File: src/rtl/alu_share_arbiter_if.sv
// alu_share_arbiter_if
// Bundles the two-port request/response channels and the ALU drive/return
// lines of alu_share_arbiter.
//   req_valid/req_ready      per-port request handshake
//   req_op0/1, req_a0/1, req_b0/1   per-port op code and operands
//   rsp_valid/rsp_ready      per-port response handshake
//   rsp_result/v/zero/err    shared response payload
//   alu_op/alu_a/alu_b       arbiter -> ALU
//   alu_result/alu_v         ALU -> arbiter (combinational)
// Modports: slave = the arbiter, master = clients plus the ALU.
interface alu_share_arbiter_if #(
    parameter int WIDTH = 32
);
    logic [1:0]       req_valid;
    logic [1:0]       req_ready;
    logic [2:0]       req_op0;
    logic [2:0]       req_op1;
    logic [WIDTH-1:0] req_a0;
    logic [WIDTH-1:0] req_b0;
    logic [WIDTH-1:0] req_a1;
    logic [WIDTH-1:0] req_b1;
    logic [1:0]       rsp_valid;
    logic [1:0]       rsp_ready;
    logic [WIDTH-1:0] rsp_result;
    logic             rsp_v;
    logic             rsp_zero;
    logic             rsp_err;
    logic [2:0]       alu_op;
    logic [WIDTH-1:0] alu_a;
    logic [WIDTH-1:0] alu_b;
    logic [WIDTH-1:0] alu_result;
    logic             alu_v;

    modport slave (
        input  req_valid, req_op0, req_op1, req_a0, req_b0, req_a1, req_b1,
        input  rsp_ready, alu_result, alu_v,
        output req_ready, rsp_valid, rsp_result, rsp_v, rsp_zero, rsp_err,
        output alu_op, alu_a, alu_b
    );

    modport master (
        output req_valid, req_op0, req_op1, req_a0, req_b0, req_a1, req_b1,
        output rsp_ready, alu_result, alu_v,
        input  req_ready, rsp_valid, rsp_result, rsp_v, rsp_zero, rsp_err,
        input  alu_op, alu_a, alu_b
    );
endinterface

File: src/rtl/alu_share_arbiter.sv
// alu_share_arbiter
// Shares one combinational 32-bit ALU between two clients (port 0: branch/
// address unit, port 1: execute stage). One op in flight at a time:
// IDLE (accept) -> EXEC (ALU driven from latched regs) -> RESP (hold result
// until the owning port accepts).
// Ports:
//   clk    rising-edge clock
//   reset  synchronous active-high reset
//   bus    alu_share_arbiter_if.slave (request, response and ALU lines)
// Build option:
//   ALU_ARB_FIXED_PRIO_EN  defined: port 0 always wins contention;
//                          undefined: round-robin on a 1-bit 'last' pointer.
module alu_share_arbiter #(
    parameter int WIDTH = 32
) (
    input  logic                 clk,
    input  logic                 reset,
    alu_share_arbiter_if.slave   bus
);
    localparam logic [1:0] IDLE = 2'd0;
    localparam logic [1:0] EXEC = 2'd1;
    localparam logic [1:0] RESP = 2'd2;

    localparam logic [2:0] OP_AND = 3'b000;
    localparam logic [2:0] OP_OR  = 3'b001;
    localparam logic [2:0] OP_ADD = 3'b010;
    localparam logic [2:0] OP_SUB = 3'b110;
    localparam logic [2:0] OP_SLT = 3'b111;

    logic [1:0]       stateReg;
    logic [1:0]       stateNext;
    logic             idReg;
    logic [2:0]       opReg;
    logic [WIDTH-1:0] aReg;
    logic [WIDTH-1:0] bReg;
    logic [WIDTH-1:0] resultReg;
    logic             vReg;
    logic             zeroReg;
    logic             errReg;

    logic             winner;
    logic             handshake;
    logic             opIllegal;
    logic [WIDTH-1:0] resultNext;

    // A request is accepted in the same cycle it is presented, as long as
    // the sequencer is idle.
    assign handshake = (stateReg == IDLE) && (|bus.req_valid);

`ifdef ALU_ARB_FIXED_PRIO_EN
    assign winner = ~bus.req_valid[0];
`else
    logic lastReg;

    // Under contention the port that did not win last time goes next.
    assign winner = (&bus.req_valid) ? ~lastReg : bus.req_valid[1];

    always_ff @(posedge clk) begin
        if (reset) begin
            lastReg <= 1'b1;
        end else if (handshake) begin
            lastReg <= winner;
        end
    end
`endif

    generate
        for (genvar gi = 0; gi < 2; gi++) begin : g_port
            assign bus.req_ready[gi] = handshake && (winner == 1'(gi));
            assign bus.rsp_valid[gi] = (stateReg == RESP) && (idReg == 1'(gi));
        end
    endgenerate

    always_comb begin
        opIllegal = 1'b1;
        case (opReg)
            OP_AND, OP_OR, OP_ADD, OP_SUB, OP_SLT: opIllegal = 1'b0;
            default:                               opIllegal = 1'b1;
        endcase
    end

    assign resultNext = opIllegal ? '0 : bus.alu_result;

    always_comb begin
        stateNext = stateReg;
        case (stateReg)
            IDLE:    if (handshake) stateNext = EXEC;
            EXEC:    stateNext = RESP;
            RESP:    if (bus.rsp_ready[idReg]) stateNext = IDLE;
            default: stateNext = IDLE;
        endcase
    end

    always_ff @(posedge clk) begin
        if (reset) begin
            stateReg  <= IDLE;
            idReg     <= 1'b0;
            opReg     <= OP_AND;
            aReg      <= '0;
            bReg      <= '0;
            resultReg <= '0;
            vReg      <= 1'b0;
            zeroReg   <= 1'b0;
            errReg    <= 1'b0;
        end else begin
            stateReg <= stateNext;
            if (handshake) begin
                idReg <= winner;
                opReg <= winner ? bus.req_op1 : bus.req_op0;
                aReg  <= winner ? bus.req_a1  : bus.req_a0;
                bReg  <= winner ? bus.req_b1  : bus.req_b0;
            end
            if (stateReg == EXEC) begin
                resultReg <= resultNext;
                // The ALU's MSB overflow is only meaningful for add/subtract.
                vReg      <= ((opReg == OP_ADD) || (opReg == OP_SUB)) ? bus.alu_v : 1'b0;
                zeroReg   <= (resultNext == '0);
                errReg    <= opIllegal;
            end
        end
    end

    // Operand lines simply follow the latched registers, so they hold their
    // last values outside EXEC. Illegal codes are never presented to the ALU.
    assign bus.alu_op     = opIllegal ? OP_AND : opReg;
    assign bus.alu_a      = aReg;
    assign bus.alu_b      = bReg;
    assign bus.rsp_result = resultReg;
    assign bus.rsp_v      = vReg;
    assign bus.rsp_zero   = zeroReg;
    assign bus.rsp_err    = errReg;
endmodule

File: src/flat_wrapper.sv
// flat-port wrapper written by rule: the top's interface ports become plain ports
module alu_share_arbiter_flat 
#(
    parameter int WIDTH = 32
)
  (clk, reset, bus_req_valid, bus_req_op0, bus_req_op1, bus_req_a0, bus_req_b0, bus_req_a1, bus_req_b1, bus_rsp_ready, bus_alu_result, bus_alu_v, bus_req_ready, bus_rsp_valid, bus_rsp_result, bus_rsp_v, bus_rsp_zero, bus_rsp_err, bus_alu_op, bus_alu_a, bus_alu_b);
  alu_share_arbiter_if #(.WIDTH(WIDTH)) bus_i ();
  input  logic clk;
  input  logic reset;
  input wire logic [$bits(bus_i.req_valid)-1:0] bus_req_valid;
  input wire logic [$bits(bus_i.req_op0)-1:0] bus_req_op0;
  input wire logic [$bits(bus_i.req_op1)-1:0] bus_req_op1;
  input wire logic [$bits(bus_i.req_a0)-1:0] bus_req_a0;
  input wire logic [$bits(bus_i.req_b0)-1:0] bus_req_b0;
  input wire logic [$bits(bus_i.req_a1)-1:0] bus_req_a1;
  input wire logic [$bits(bus_i.req_b1)-1:0] bus_req_b1;
  input wire logic [$bits(bus_i.rsp_ready)-1:0] bus_rsp_ready;
  input wire logic [$bits(bus_i.alu_result)-1:0] bus_alu_result;
  input wire logic [$bits(bus_i.alu_v)-1:0] bus_alu_v;
  output wire logic [$bits(bus_i.req_ready)-1:0] bus_req_ready;
  output wire logic [$bits(bus_i.rsp_valid)-1:0] bus_rsp_valid;
  output wire logic [$bits(bus_i.rsp_result)-1:0] bus_rsp_result;
  output wire logic [$bits(bus_i.rsp_v)-1:0] bus_rsp_v;
  output wire logic [$bits(bus_i.rsp_zero)-1:0] bus_rsp_zero;
  output wire logic [$bits(bus_i.rsp_err)-1:0] bus_rsp_err;
  output wire logic [$bits(bus_i.alu_op)-1:0] bus_alu_op;
  output wire logic [$bits(bus_i.alu_a)-1:0] bus_alu_a;
  output wire logic [$bits(bus_i.alu_b)-1:0] bus_alu_b;
  assign bus_i.req_valid = bus_req_valid;
  assign bus_i.req_op0 = bus_req_op0;
  assign bus_i.req_op1 = bus_req_op1;
  assign bus_i.req_a0 = bus_req_a0;
  assign bus_i.req_b0 = bus_req_b0;
  assign bus_i.req_a1 = bus_req_a1;
  assign bus_i.req_b1 = bus_req_b1;
  assign bus_i.rsp_ready = bus_rsp_ready;
  assign bus_i.alu_result = bus_alu_result;
  assign bus_i.alu_v = bus_alu_v;
  assign bus_req_ready = bus_i.req_ready;
  assign bus_rsp_valid = bus_i.rsp_valid;
  assign bus_rsp_result = bus_i.rsp_result;
  assign bus_rsp_v = bus_i.rsp_v;
  assign bus_rsp_zero = bus_i.rsp_zero;
  assign bus_rsp_err = bus_i.rsp_err;
  assign bus_alu_op = bus_i.alu_op;
  assign bus_alu_a = bus_i.alu_a;
  assign bus_alu_b = bus_i.alu_b;
  alu_share_arbiter #(.WIDTH(WIDTH)) u_core (.clk(clk), .reset(reset), .bus(bus_i));
endmodule
File: config.mk
export PLATFORM = sky130hd
export DESIGN_NAME = alu_share_arbiter_flat
export DESIGN_NICKNAME = d
export VERILOG_FILES = /design/src/rtl/alu_share_arbiter_if.sv /design/src/rtl/alu_share_arbiter.sv /design/src/flat_wrapper.sv
export SDC_FILE = /design/constraint.sdc
export NUM_CORES = 1
export LEC_CHECK = 0
export ABC_AREA = 1
export CAP_MARGIN = 25
export CORE_MARGIN = 1.5
export CORE_UTILIZATION = 34
export CTS_BUF_LIST = sky130_fd_sc_hd__clkbuf_4
export DETAILED_ROUTE_END_ITERATION = 12
export GPL_ROUTABILITY_DRIVEN = 1
export HOLD_SLACK_MARGIN = 0.12
export PLACE_DENSITY = 0.91
export SLEW_MARGIN = 20
export SYNTH_ARGS = -nofsm -noshare
export SYNTH_HDL_FRONTEND = slang
export SYNTH_SLANG_ARGS = --single-unit
File: constraint.sdc
create_clock -name clk -period 1.3 [get_ports clk]
set_clock_uncertainty 0.1 [all_clocks]
set_input_delay 0.325 -clock clk [delete_from_list [all_inputs] [get_ports clk]]
set_output_delay 0.325 -clock clk [all_outputs]
set_load 0.01 [all_outputs]
Yosys cells after proc, flatten, opt, wreduce, memory -nomap -nowiden --
Index checks and enable logic that the tools add are counted.
Cells by class: $lt $le $gt $ge 1, bitwise logic cells 3, eq/ne operators 8, reduce and logical (&&, ||, !) cells 13, mux-type cells 13
Operators with widths (number):
- 2-to-1 mux 32 bit | 3
- zero test 32 bit | 1
- equality test 3 bit, second input constant | 2
- 2-to-1 mux 3 bit | 2
- case mux 2 bit (3 select lines) | 1
- logical AND 1 bit | 5
- 2-to-1 mux 1 bit | 5
- OR reduction 5 bit | 1
- 2-to-1 mux 2 bit | 2
- AND reduction 2 bit | 2
- equality test 3 x 1 -> 1 bit, second input constant | 1
- equality test 3 x 2 -> 1 bit, second input constant | 1
- zero test 3 bit | 1
- inverter 1 bit | 3
- equality test 2 x 1 -> 1 bit, second input constant | 1
- equality test 2 bit, second input constant | 1
- zero test 2 bit | 1
- less-than comparator 1 x 2 -> 1 bit, second input constant | 1
- != test 2 x 1 -> 1 bit, second input constant | 1
- != test 2 bit, second input constant | 1
- OR reduction 2 bit | 1
- logical OR 1 bit | 1
Word-level totals: bits in registers 106, word-level logic and storage cells 48, output and inout port bits 106, bits of input ports 173

Depth between registers and ports, before layout --
Gate-level depths: netlist of run 1.
depth in word-level cells 4, depth in mapped cells 9, depth with buffers taken out 9

Worst setup path after synthesis of run 1 --
No wires, ideal clock.
kind register -> register, from register u_core.stateReg[0], to register u_core.resultReg[12], in the netlist u_core.bus.rsp_result[12], setup slack -0.080 ns, library setup time 0.128 ns, period minus slack after synthesis 1.380 ns, buffers on the path 2, arrival time 1.152 ns, required time 1.072 ns, stages on the path, launching flop included 6, cells stage by stage dfxtp_1 -> inv_1 -> nor2_1 -> buf_2 -> clkbuf_1 -> a21oi_1
Between the ends: longest elaborated chain between the ends 1
RTL lines:
- from (decl) | RTL line alu_share_arbiter.sv:30 | logic [1:0] stateReg;
- from (signal assigned) | RTL line alu_share_arbiter.sv:106 | stateReg <= stateNext;
- equality test 2 x 1 -> 1 bit | RTL line alu_share_arbiter.sv:113 | if (stateReg == EXEC) begin
- to (signal assigned) | RTL line alu_share_arbiter.sv:114 | resultReg <= resultNext;
- to (decl) | RTL line alu_share_arbiter.sv:36 | logic [WIDTH-1:0] resultReg;
No other way between the ends. A chain may end at the register's enable or synchronous reset.

Worst setup path after layout of run 1 --
from register u_core.opReg[2], to output bus_alu_op[2]
Between the ends: longest elaborated chain between the ends 3, elaborated cells on any way between the ends 7, those cells by class eq/ne (4); mux (1); reduce/logical (2)
RTL lines:
- from (decl) | RTL line alu_share_arbiter.sv:33 | logic [2:0] opReg;
- from (signal assigned) | RTL line alu_share_arbiter.sv:109 | opReg <= winner ? bus.req_op1 : bus.req_op0;
- equality test 3 x 1 -> 1 bit (tied with other cells) | RTL line alu_share_arbiter.sv:76 | case (opReg)
- OR reduction 5 bit | RTL line alu_share_arbiter.sv:76
- 2-to-1 mux 3 bit (*) | RTL line alu_share_arbiter.sv:125 | assign bus.alu_op = opIllegal ? OP_AND : opReg;
- to (decl) | RTL line flat_wrapper.sv:26 | output wire logic [$bits(bus_i.alu_op)-1:0] bus_alu_op;
Every way passes the cells marked *; elsewhere a longest branch is shown, timed or not.

==> results of run 1 <==
[metrics by stage]
stage	area (sq um)	setup TNS, ps	setup WS [ps]
5_1_grt	9366	-52700	-625.1
3_3_place_gp	7522	-54900	-802.0
2_1_floorplan	4338	-349.3	-17.15
6_report	9371	-43490	-579.4
3_5_place_dp	7522	-59630	-840.2
4_1_cts	8183	-33680	-490.5
[repair_timing]
item,in CTS,in global routing
cloned,4,18
setup endpoints to repair,211,211
hold buffers,1,0
resized for setup,672,141
pin swaps,5,28
endpoints found under the hold margin,1,0
buffers inserted,13,35
[power by group through the flow]
stage | clock network [mW] | registers, mW | logic [mW]
floorplan | 0 | 3.98 | 0.925
global placement | 0 | 3.84 | 2.63
detailed placement | 0 | 3.84 | 2.68
CTS | 1.49 | 3.91 | 3.01
global route | 1.69 | 3.98 | 4.31
finish | 1.54 | 3.95 | 4.11
[worst min path at each step]
stage	startpoint	end	slack, ps	cells after the start
final	bus_req_op0[0]	u_core.opReg[0]	270	3
after global routing	bus_req_a0[0]	u_core.bus.alu_a[0]	270	3
after CTS	bus_req_a0[17]	u_core.bus.alu_a[17]	270	3
after detailed placement	u_core.bus.rsp_zero	u_core.bus.rsp_zero	360	2
after global placement	u_core.bus.rsp_zero	u_core.bus.rsp_zero	350	2
after floorplan	u_core.lastReg	u_core.lastReg	340	2
[per-layer routing]
layer / vias to the layer above / part of all wire / track usage
met5: - / 0 / 0
met4: 0 / 0.054 / 0.1111
met3: 126 / 0.085 / 0.09100
met2: 396 / 0.51 / 0.4742
met1: 2842 / 0.35 / 0.2583
li1: 2666 / - / -
[state kept, by name, summed over array words and instances, names as in the netlist]
signal                 flops
u_core.bus.alu_a          32
u_core.bus.alu_b          32
u_core.bus.rsp_err         1
u_core.bus.rsp_result     32
u_core.bus.rsp_v           1
u_core.bus.rsp_zero        1
u_core.idReg               1
u_core.lastReg             1
u_core.opReg               3
u_core.stateReg            2
[cell families after synthesis]
| kind of cell | count (synthesis) | synth area share |
|---|---|---|
| flip-flops | 106 | 0.4925 |
| AND/OR/NAND/NOR | 266 | 0.2381 |
| buffers and inverters | 55 | 0.06301 |
| AO/OA/AOI/OAI | 152 | 0.2064 |
[worst register-to-register path, delay by kind of cell, from the launching register on]
family / cells / cell delay (ps)
AOI/OAI and AO/OA: 2 / 190
buffers and inverters: 5 / 530
DFF: 1 / 380
and+or+nand+nor: 5 / 520
[placed cells by master (no fill, tap or decap), drive strengths merged, types with 3 or more instances in the layout]
master / instances
buf: 199
nand4: 3
o21ai: 37
a31oi: 65
nor2: 17
inv: 12
nand3: 4
nand2: 242
clkdlybuf4s50: 170
o211ai: 10
a21oi: 36
clkbuf: 28
dfxtp: 106
[area by class of cell]
type	instances	area [sq um]
Clock buffer	12	90.09
Tap cell	168	210.2
Sequential cell	106	2256
Timing Repair Buffer	388	4408
Fill cell	731	2840
Clock inverter	1	5.005
Antenna cell	2	5.005
Inverter	13	68.82
Multi-Input combinational cell	418	2328
==> run_results.csv, run 1 <==
group,metric,value,unit
outcome,status,"finished, violations left",
outcome,violations,"setup timing",
timing,rsz0062_at_grt,"yes",
route,ant_nets,0,
worst_setup_path,cp.arrival,1450,ps
pwr,p_comb_frac,0.428,
worst_setup_path,worst-path-buf-inv,2,
synthesis,avgSynthCellArea,7.442,sq um
synthesis,yosys-top-cells-area,"dfxtp_1 (49%), nand2_1 (21%), a31oi_1 (9.4%)",
route,wl_per_cell,20.87,microns
worst_setup_path,worstPathRequired,880,ps
final_layout,fin_nets,1109,
final_layout,fin_util,0.7674,
worst_setup_path,crit_type,"reg2out",
clock_tree,cts_inserted_buffers,9,
clock_tree,clkSlewWorstSetupHoldPaths,180,ps
timing,setup_ws,-579.4,ps
synthesis,ys.flop_type,"dfxtp_1",
timing,setup_viol,211,
pwr,power_switching,3.163,mW
clock_tree,clockBufferDepth,2,
synthesis,yosysWarnings,0,
route,finalWirelength,23.13,mm
floorplanning,initial_core_util,0.3529,
worst_setup_path,crit_cells,5,
worst_setup_path,startpoint,"u_core.opReg[2]",
timing,relSlewSlack,0.7531,
clock_tree,htree_num_levels,3,
global_route,grt_use_total,0.2560,
worst_setup_path,regToRegEndpoint,"u_core.bus.rsp_zero",
worst_setup_path,endpoint_kind,"output pin",
synthesis,yosysMostFrequentCell,"nand2_1",
timing,fin_crit,1879,ps
pwr,switching_share,0.3296,
pwr,p_leak,3.830,nW
floorplanning,rows,40,
floorplanning,die_h,115.6,microns
pwr,power_density,1024,nW/um^2
floorplanning,die-area,13360,sq um
route,remaining_drc_errors,0,
global_route,grt_pass1_vias,5425,
synthesis,ys_ff_latch,106,
synthesis,yosysTopAreaCell,"dfxtp_1",
worst_setup_path,critical_path.max_fanout,4,
synthesis,async_flop_share,0,
pwr,p_int,6.433,mW
worst_setup_path,cp_cell_sequence,"inv_2 > nand3_4 > nand2_4 > nor2_1 > buf_2",
placement,dp_hpwl,11.69,mm
route,dr.pass1.iters,6,
synthesis,synth_common_cells,"nand2_1 (240), dfxtp_1 (106), a31oi_1 (65), a21oi_1 (35), o21ai_0 (35)",
worst_setup_path,cp_top_family,"flip-flops",
floorplanning,io_pins,279,
synthesis,synth_nets,752,
clock_tree,cts-root-buf,"clkbuf_4",
worst_setup_path,crit_end,"bus_alu_op[2]",
worst_setup_path,slowest_stage,"dfxtp_2",
floorplanning,die_w,115.6,microns
pwr,pwr-share-seq,0.411,
route,first_iter_violations,550,
synthesis,synth_cell_types,24,
timing,fin_crit_sh,1.446,
timing,whs,270.9,ps
timing,hold_viol,0,
placement,globalplace.congestion,0.8276,
route,vias,6030,
global_route,antenna_found_initial,0,
synthesis,synth_edf_count,0,
pwr,clkPwrFrac,0.160,
clock_tree,clk_latency,490,ps
worst_setup_path,max_stage_delay,400,ps
final_layout,drive_gt1_frac,0.4499,
final_layout,final_cell_count_no_fill,1108,
clock_tree,cts_tree,"yes",
worst_setup_path,r2r_setup_slack,-490,ps
route,avgViaCountPerCell,5.442,
placement,place_inst,1027,
timing,tightest_slew,366.5,ps
synthesis,yosysSeqAreaShare,0.4925,
final_layout,syn_to_final_growth,117.5,%
clock_tree,cts_sinks,106,
worst_setup_path,r2r_cells,12,
worst_setup_path,start_kind,"flop",
placement,io_buffers,278,
flow_run,drv_cap,0,
timing,report.final.slew_viol_count,0,
global_route,grt_max_degree,43,
timing,max_clock_freq,0.5321,GHz
worst_setup_path,r2r_start,"u_core.opReg[2]",
synthesis,synth_top_area_share,0.4925,
global_route,grt_pass1_wl,26.30,mm
synthesis,syn_inst,579,
floorplanning,core,12210,sq um
global_route,grt_overflow,0,
pwr,peakVddDrop,0.5018,mV
pwr,total_power,9.596,mW
synthesis,syn_area,4309,sq um
min_path,hp-class,"in2reg",
(Power assumes the default switching activity.)
==> inputs of run 2 (changes only) <==
--- a/config.mk
+++ b/config.mk
@@ -10,8 +10,9 @@
 export CORE_MARGIN = 1.5
 export CORE_UTILIZATION = 34
 export CTS_BUF_LIST = sky130_fd_sc_hd__clkbuf_4
+export CTS_CLUSTER_DIAMETER = 30
 export DETAILED_ROUTE_END_ITERATION = 12
-export GPL_ROUTABILITY_DRIVEN = 1
+export GPL_ROUTABILITY_DRIVEN = 0
 export HOLD_SLACK_MARGIN = 0.12
 export PLACE_DENSITY = 0.91
 export SLEW_MARGIN = 20
==> results of run 2 <==
No change in the layout: final DEF, timing and power equal those of run 1.
